File: src/rtl/dcw_bringup_seq.sv
// dcw_bringup_seq
//   Bring-up sequencer for the data channel wrapper. Holds the channel in reset
//   for RST_CYCLES and then applies the captured initial width while waiting for
//   link lock. On lock it switches to the captured run width. Busy, done and
//   error status go to the BERT control logic.
//
//   Optional feature macro: DCW_SEQ_RETRY_EN
//     When it is defined, a lock timeout restarts the reset phase up to MAX_RETRY
//     times before the sequencer gives up in ERR.
//     When it is undefined, any timeout goes straight to ERR, and retry_cnt is tied to 0.
//
//   Every output is registered and decoded from the next state. A state's outputs
//   are therefore already valid on the clock edge that enters that state.
module dcw_bringup_seq #(
    parameter int RST_CYCLES   = 16,
    parameter int LOCK_TIMEOUT = 1024,
    parameter int CNT_W        = 16,
    parameter int MAX_RETRY    = 3
) (
    input  logic       clock,
    input  logic       reset_n,
    input  logic       start,
    input  logic       abort,
    input  logic       lock,
    input  logic [2:0] width_init,
    input  logic [2:0] width_run,
    output logic [2:0] ctrl_sig,
    output logic [2:0] val,
    output logic [2:0] val1,
    output logic       busy,
    output logic       done,
    output logic       error,
    output logic [1:0] retry_cnt
);

    typedef enum logic [2:0] {
        ST_IDLE,
        ST_RST,
        ST_WAIT_LOCK,
        ST_RUN,
        ST_ERR
    } state_t;

    // Wrapper command encodings
    localparam logic [2:0] CMD_NONE     = 3'd0;
    localparam logic [2:0] CMD_RST      = 3'd1;
    localparam logic [2:0] CMD_RUN_INIT = 3'd2;
    localparam logic [2:0] CMD_RUN_RUN  = 3'd3;

    localparam logic [CNT_W-1:0] RST_LAST  = CNT_W'(RST_CYCLES - 1);
    localparam logic [CNT_W-1:0] LOCK_LAST = CNT_W'(LOCK_TIMEOUT - 1);
    localparam logic [CNT_W-1:0] CNT_MAX   = {CNT_W{1'b1}};

    state_t           state_reg, state_next;
    logic [CNT_W-1:0] cnt_reg, cnt_next;
    logic [2:0]       val_next, val1_next;
    logic [2:0]       ctrl_next;
    logic             busy_next, done_next, error_next;
    logic             timeout;

`ifdef DCW_SEQ_RETRY_EN
    localparam logic [1:0] RETRY_LIMIT = 2'(MAX_RETRY);
    logic [1:0] retry_reg, retry_next;
`endif

    // A timeout is the last allowed WAIT_LOCK cycle still passing without lock
    assign timeout = (cnt_reg == LOCK_LAST);

    // Next-state logic, width capture and retry bookkeeping
    always_comb begin
        state_next = state_reg;
        val_next   = val;
        val1_next  = val1;
`ifdef DCW_SEQ_RETRY_EN
        retry_next = retry_reg;
`endif
        if (abort) begin
            state_next = ST_IDLE;
        end else begin
            unique case (state_reg)
                ST_IDLE, ST_ERR: begin
                    if (start) begin
                        val_next   = width_init;
                        val1_next  = width_run;
                        state_next = ST_RST;
`ifdef DCW_SEQ_RETRY_EN
                        retry_next = 2'd0;
`endif
                    end
                end
                ST_RST: begin
                    if (cnt_reg == RST_LAST) begin
                        state_next = ST_WAIT_LOCK;
                    end
                end
                ST_WAIT_LOCK: begin
                    // Lock wins over a timeout that lands on the same cycle
                    if (lock) begin
                        state_next = ST_RUN;
                    end else if (timeout) begin
`ifdef DCW_SEQ_RETRY_EN
                        if (retry_reg < RETRY_LIMIT) begin
                            state_next = ST_RST;
                            retry_next = retry_reg + 2'd1;
                        end else begin
                            state_next = ST_ERR;
                        end
`else
                        state_next = ST_ERR;
`endif
                    end
                end
                ST_RUN: begin
                    if (!lock) begin
                        state_next = ST_ERR;
                    end
                end
                default: state_next = ST_IDLE;
            endcase
        end
    end

    // Shared cycle counter: cleared on a state change or an abort, and it saturates at full scale
    always_comb begin
        cnt_next = cnt_reg;
        if (abort || (state_next != state_reg)) begin
            cnt_next = '0;
        end else if (cnt_reg != CNT_MAX) begin
            cnt_next = cnt_reg + CNT_W'(1);
        end
    end

    // Output decode from the next state, so the outputs register together with the state
    always_comb begin
        ctrl_next  = CMD_NONE;
        busy_next  = 1'b0;
        done_next  = 1'b0;
        error_next = 1'b0;
        unique case (state_next)
            ST_RST: begin
                ctrl_next = CMD_RST;
                busy_next = 1'b1;
            end
            ST_WAIT_LOCK: begin
                ctrl_next = CMD_RUN_INIT;
                busy_next = 1'b1;
            end
            ST_RUN: begin
                ctrl_next = CMD_RUN_RUN;
                done_next = 1'b1;
            end
            ST_ERR: begin
                ctrl_next  = CMD_RST;
                error_next = 1'b1;
            end
            default: ctrl_next = CMD_NONE;
        endcase
    end

    // State, counter and registered outputs
    always_ff @(posedge clock or negedge reset_n) begin
        if (!reset_n) begin
            state_reg <= ST_IDLE;
            cnt_reg   <= '0;
            val       <= 3'd0;
            val1      <= 3'd0;
            ctrl_sig  <= CMD_NONE;
            busy      <= 1'b0;
            done      <= 1'b0;
            error     <= 1'b0;
        end else begin
            state_reg <= state_next;
            cnt_reg   <= cnt_next;
            val       <= val_next;
            val1      <= val1_next;
            ctrl_sig  <= ctrl_next;
            busy      <= busy_next;
            done      <= done_next;
            error     <= error_next;
        end
    end

`ifdef DCW_SEQ_RETRY_EN
    // Retry counter: cleared on an accepted start and held in ERR for inspection
    always_ff @(posedge clock or negedge reset_n) begin
        if (!reset_n) begin
            retry_reg <= 2'd0;
        end else begin
            retry_reg <= retry_next;
        end
    end

    assign retry_cnt = retry_reg;
`else
    assign retry_cnt = 2'd0;
`endif

endmodule

File: config.mk
export PLATFORM = sky130hd
export DESIGN_NAME = dcw_bringup_seq
export DESIGN_NICKNAME = d
export VERILOG_FILES = /design/src/rtl/dcw_bringup_seq.sv
export SDC_FILE = /design/constraint.sdc
export NUM_CORES = 1
export LEC_CHECK = 0
export CAP_MARGIN = 10
export CORE_ASPECT_RATIO = 0.75
export CORE_UTILIZATION = 53
export CTS_BUF_LIST = sky130_fd_sc_hd__clkbuf_8
export DETAILED_ROUTE_END_ITERATION = 6
export PLACE_DENSITY = 0.79
export SYNTH_ARGS = -nofsm -noshare
export SYNTH_HDL_FRONTEND = slang
export SYNTH_SLANG_ARGS = --single-unit
File: constraint.sdc
create_clock -name clock -period 2.1 [get_ports clock]
set_input_delay 0.315 -clock clock [delete_from_list [all_inputs] [get_ports clock]]
set_output_delay 0.315 -clock clock [all_outputs]
set_load 0.005 [all_outputs]
==> qor.yml <==
outcome:
  status: "complete, no violations"
power:
  power_per_cell_area_nw_per_um2: 641
  vdd_drop_max_uv: 504
  p_switching_mw: 0.293
  leakagePower_nw: 0.817
  p_sw_share_pct: 24.0
  p_int_mw: 0.930
  combinationalPowerShare_pct: 13.4
  total_power_mw: 1.22
  power_frac_seq_pct: 51.4
  power_frac_clock_pct: 35.2
cells_and_area:
  fin_area_um2: 1910
  multi_input_comb_area_um2: 756
  fill_cells: 201
  regArea_um2: 752
  syn2layout_area_growth_pct: 23.8
  largest_reg_flops: 16
  drive_gt1_share_pct: 15.4
  n_antenna_cell: 0
  fin_nets: 200
floorplan:
  placeableCoreArea_um2: 2680
  fp.dieH_um: 48.7
  die_w_um: 64.3
  rows: 16
  die-area_um2: 3130
  io_pins: 25
  initial_core_util_pct: 57.5
global_route:
  grt_pass1_wl_um: 5500
  grt.total_usage_pct: 23.4
  grt_pass1_vias: 1202
  grt_max_degree: 31
  antenna_found_initial: 0
  grt-ovfl-total: 0
drt:
  via_per_inst: 5.72
  first_pass_iters: 4
  drc_errors: 0
  wl_um: 3330
  avgRoutedWirePerCell_um: 14.9
  vias: 1281
  drtIter0Drc: 121
  ant_nets: 0
hold_path:
  hold_path_class: "input port to async pin"
sta:
  setup_viol: 0
  drv_slew: 0
  finalClockSkew_ns: 0.00351
  fmax_mhz: 501
  hold_violations: 0
  setup_slack_ns: 0.103
  final.min_clock_period_ns: 2.00
  timing.final.crit_share_pct: 95.1
  grt_setup_unrepaired: "false"
  fin_setup_tns_ns: 0
placement:
  dp_hpwl_um: 2310
  pre_cts_slack_ns: 0.0895
  placed_cell_area_um2: 1790
  place.gp.congestion: 0.897
  port-buffer-count: 21
worst_setup_path:
  critPathSlowestCell: "or4_4"
  cp-end-kind: "flop"
  worst_setup_path_start_kind: "flop"
  rr_startpoint: "cnt_reg[12]$_DFFE_PN0P_"
  reg2reg_to: "cnt_reg[15]$_DFFE_PN0P_"
  ff2ff_path_depth: 5
  r2r_slack_ns: 0.10
  cp_cell_sequence: "or4_4 -> nor4_4 -> o311ai_2 -> nand3_1 -> nor2_1"
  path_class: "flop to flop"
  critPathMaxFanout: 8
  required_ns: 2.26
  arrival_ns: 2.16
  max_stage_delay_ns: 0.58
synth:
  synthFlopType: "dfrtp_1"
  synth-seq-cells: 30
  synth_edf_count: 0
  yosysMostFrequentCell: "dfrtp_1"
  synth_common_cells: "dfrtp_1, nor2_1, nand3_1"
  syn_area_um2: 1540
  ys_seq_area_share_pct: 48.7
  syn-instance-count: 156
  yosys-top-cells-area: "dfrtp_1, nor2_1, mux2_2, nand3_1, xor2_1"
  synth_top_cell_by_area: "dfrtp_1"
  synth_top_area_share_pct: 48.7
  syn_avg_cell_area_um2: 9.89
  ys_warn_count: 0
  synthArstFlopShare_pct: 100
  ys_types: 39
clocking:
  clkSinkCount: 30
  cts_tree: "built"
  clock_latency_ns: 0.28
  htreeDepth: 2
  cts_made_buffers: 5
  cts_buffer_depth: 2
  root_buffer: "clkbuf_8"
  path_clk_slew_ns: 0.06
flow_run:
  cap_violations: 0
[repair_timing]
| action | 4_1_cts | 5_1_grt |
|---|---|---|
| setup buffers | 0 | 3 |
| resized for setup | 0 | 3 |
| endpoints found under the setup margin | 0 | 14 |
| hold buffers | 0 | 0 |
[layer usage]
metal | GRT usage [%] | routed length [um]
met1 | 31.4 | 1450
met2 | 34.7 | 1550
met3 | 7.31 | 273
met4 | 10.4 | 56
met5 | 0 | 0
[power by group through the flow]
| stage | Combinational, mW | Clock [mW] | Sequential, mW |
|---|---|---|---|
| 6_report | 0.164 | 0.430 | 0.629 |
| 4_1_cts | 0.156 | 0.439 | 0.628 |
| 5_1_grt | 0.178 | 0.468 | 0.632 |
| 3_3_place_gp | 0.151 | 0 | 0.635 |
| 2_1_floorplan | 0.0674 | 0 | 0.636 |
| 3_5_place_dp | 0.156 | 0 | 0.638 |
[cell type report]
cell class | instances | area share, %
clock buffers | 5 | 3.60
clock inverters | 2 | 0.524
inverters | 2 | 0.393
multi-input cells | 120 | 39.6
flip-flops and latches | 30 | 39.4
well taps | 36 | 2.36
repair buffers | 29 | 14.2
[metrics by stage]
stage / util (%) / hold slack (ns) / cells
4_1_cts: 69.6 / 0.436 / 220
6_report: 71.2 / 0.419 / 224
3_5_place_dp: 66.7 / 0.494 / 213
2_1_floorplan: - / 0.0194 / 158
5_1_grt: 71.2 / 0.451 / 224
3_3_place_gp: 66.7 / 0.489 / 213
[cells in the final DEF (no fill, tap or decap), types with 2 or more instances in the layout]
cell / Yosys / layout
clkdlybuf4s50_1: 0 / 21
mux2i_1: 2 / 2
and3_1: 3 / 3
mux2_2: 6 / 6
buf_4: 3 / 8
nand2b_1: 3 / 3
inv_1: 2 / 2
nor3_1: 6 / 5
or4_1: 2 / 2
clkinv_2: 0 / 2
nor2_1: 28 / 28
xor2_1: 7 / 7
dfrtp_1: 30 / 29
a31oi_1: 2 / 2
xnor2_1: 3 / 3
o21ai_0: 3 / 3
nor3b_1: 2 / 2
conb_1: 1 / 3
a21oi_1: 5 / 5
clkbuf_8: 0 / 5
and4_1: 2 / 2
nand3_1: 13 / 14
nand2_1: 8 / 8
nand4_1: 6 / 6
[how the worst max path moves through the flow]
| stage | cells past startpoint | slack, ns | from | endpoint |
|---|---|---|---|---|
| global route | 6 | 0.03 | cnt_reg[12]$_DFFE_PN0P_ | cnt_reg[14]$_DFFE_PN0P_ |
| floorplan | 6 | 0.27 | cnt_reg[12]$_DFFE_PN0P_ | cnt_reg[0]$_DFFE_PN0P_ |
| detailed placement | 6 | 0.09 | lock | cnt_reg[2]$_DFFE_PN0P_ |
| CTS | 5 | 0.10 | cnt_reg[12]$_DFFE_PN0P_ | cnt_reg[9]$_DFFE_PN0P_ |
| global placement | 5 | 0.16 | cnt_reg[12]$_DFFE_PN0P_ | cnt_reg[10]$_DFFE_PN0P_ |
| finish | 5 | 0.10 | cnt_reg[12]$_DFFE_PN0P_ | cnt_reg[15]$_DFFE_PN0P_ |
[kinds of logic (layout without fill, tap and decap cells)]
| logic type | after synthesis | after routing | share of synthesized area (%) |
|---|---|---|---|
| other | 1 | 3 | 0.243 |
| buffers and inverters | 9 | 38 | 3.97 |
| XOR/XNOR | 10 | 10 | 5.68 |
| flip-flops | 30 | 30 | 48.7 |
| AND/OR/NAND/NOR | 80 | 81 | 27.7 |
| AO/OA/AOI/OAI | 17 | 17 | 7.30 |
| multiplexers | 8 | 8 | 5.68 |
| adder cells (fa/ha/maj) | 1 | 1 | 0.811 |
[critical path, delay by kind of cell (launching register included)]
kind | cells | cell delay (ns)
AO/OA/AOI/OAI | 1 | 0.14
AND/OR/NAND/NOR | 4 | 1.27
flip-flops | 1 | 0.45
No activity file was read; power rests on OpenSTA's default activity.
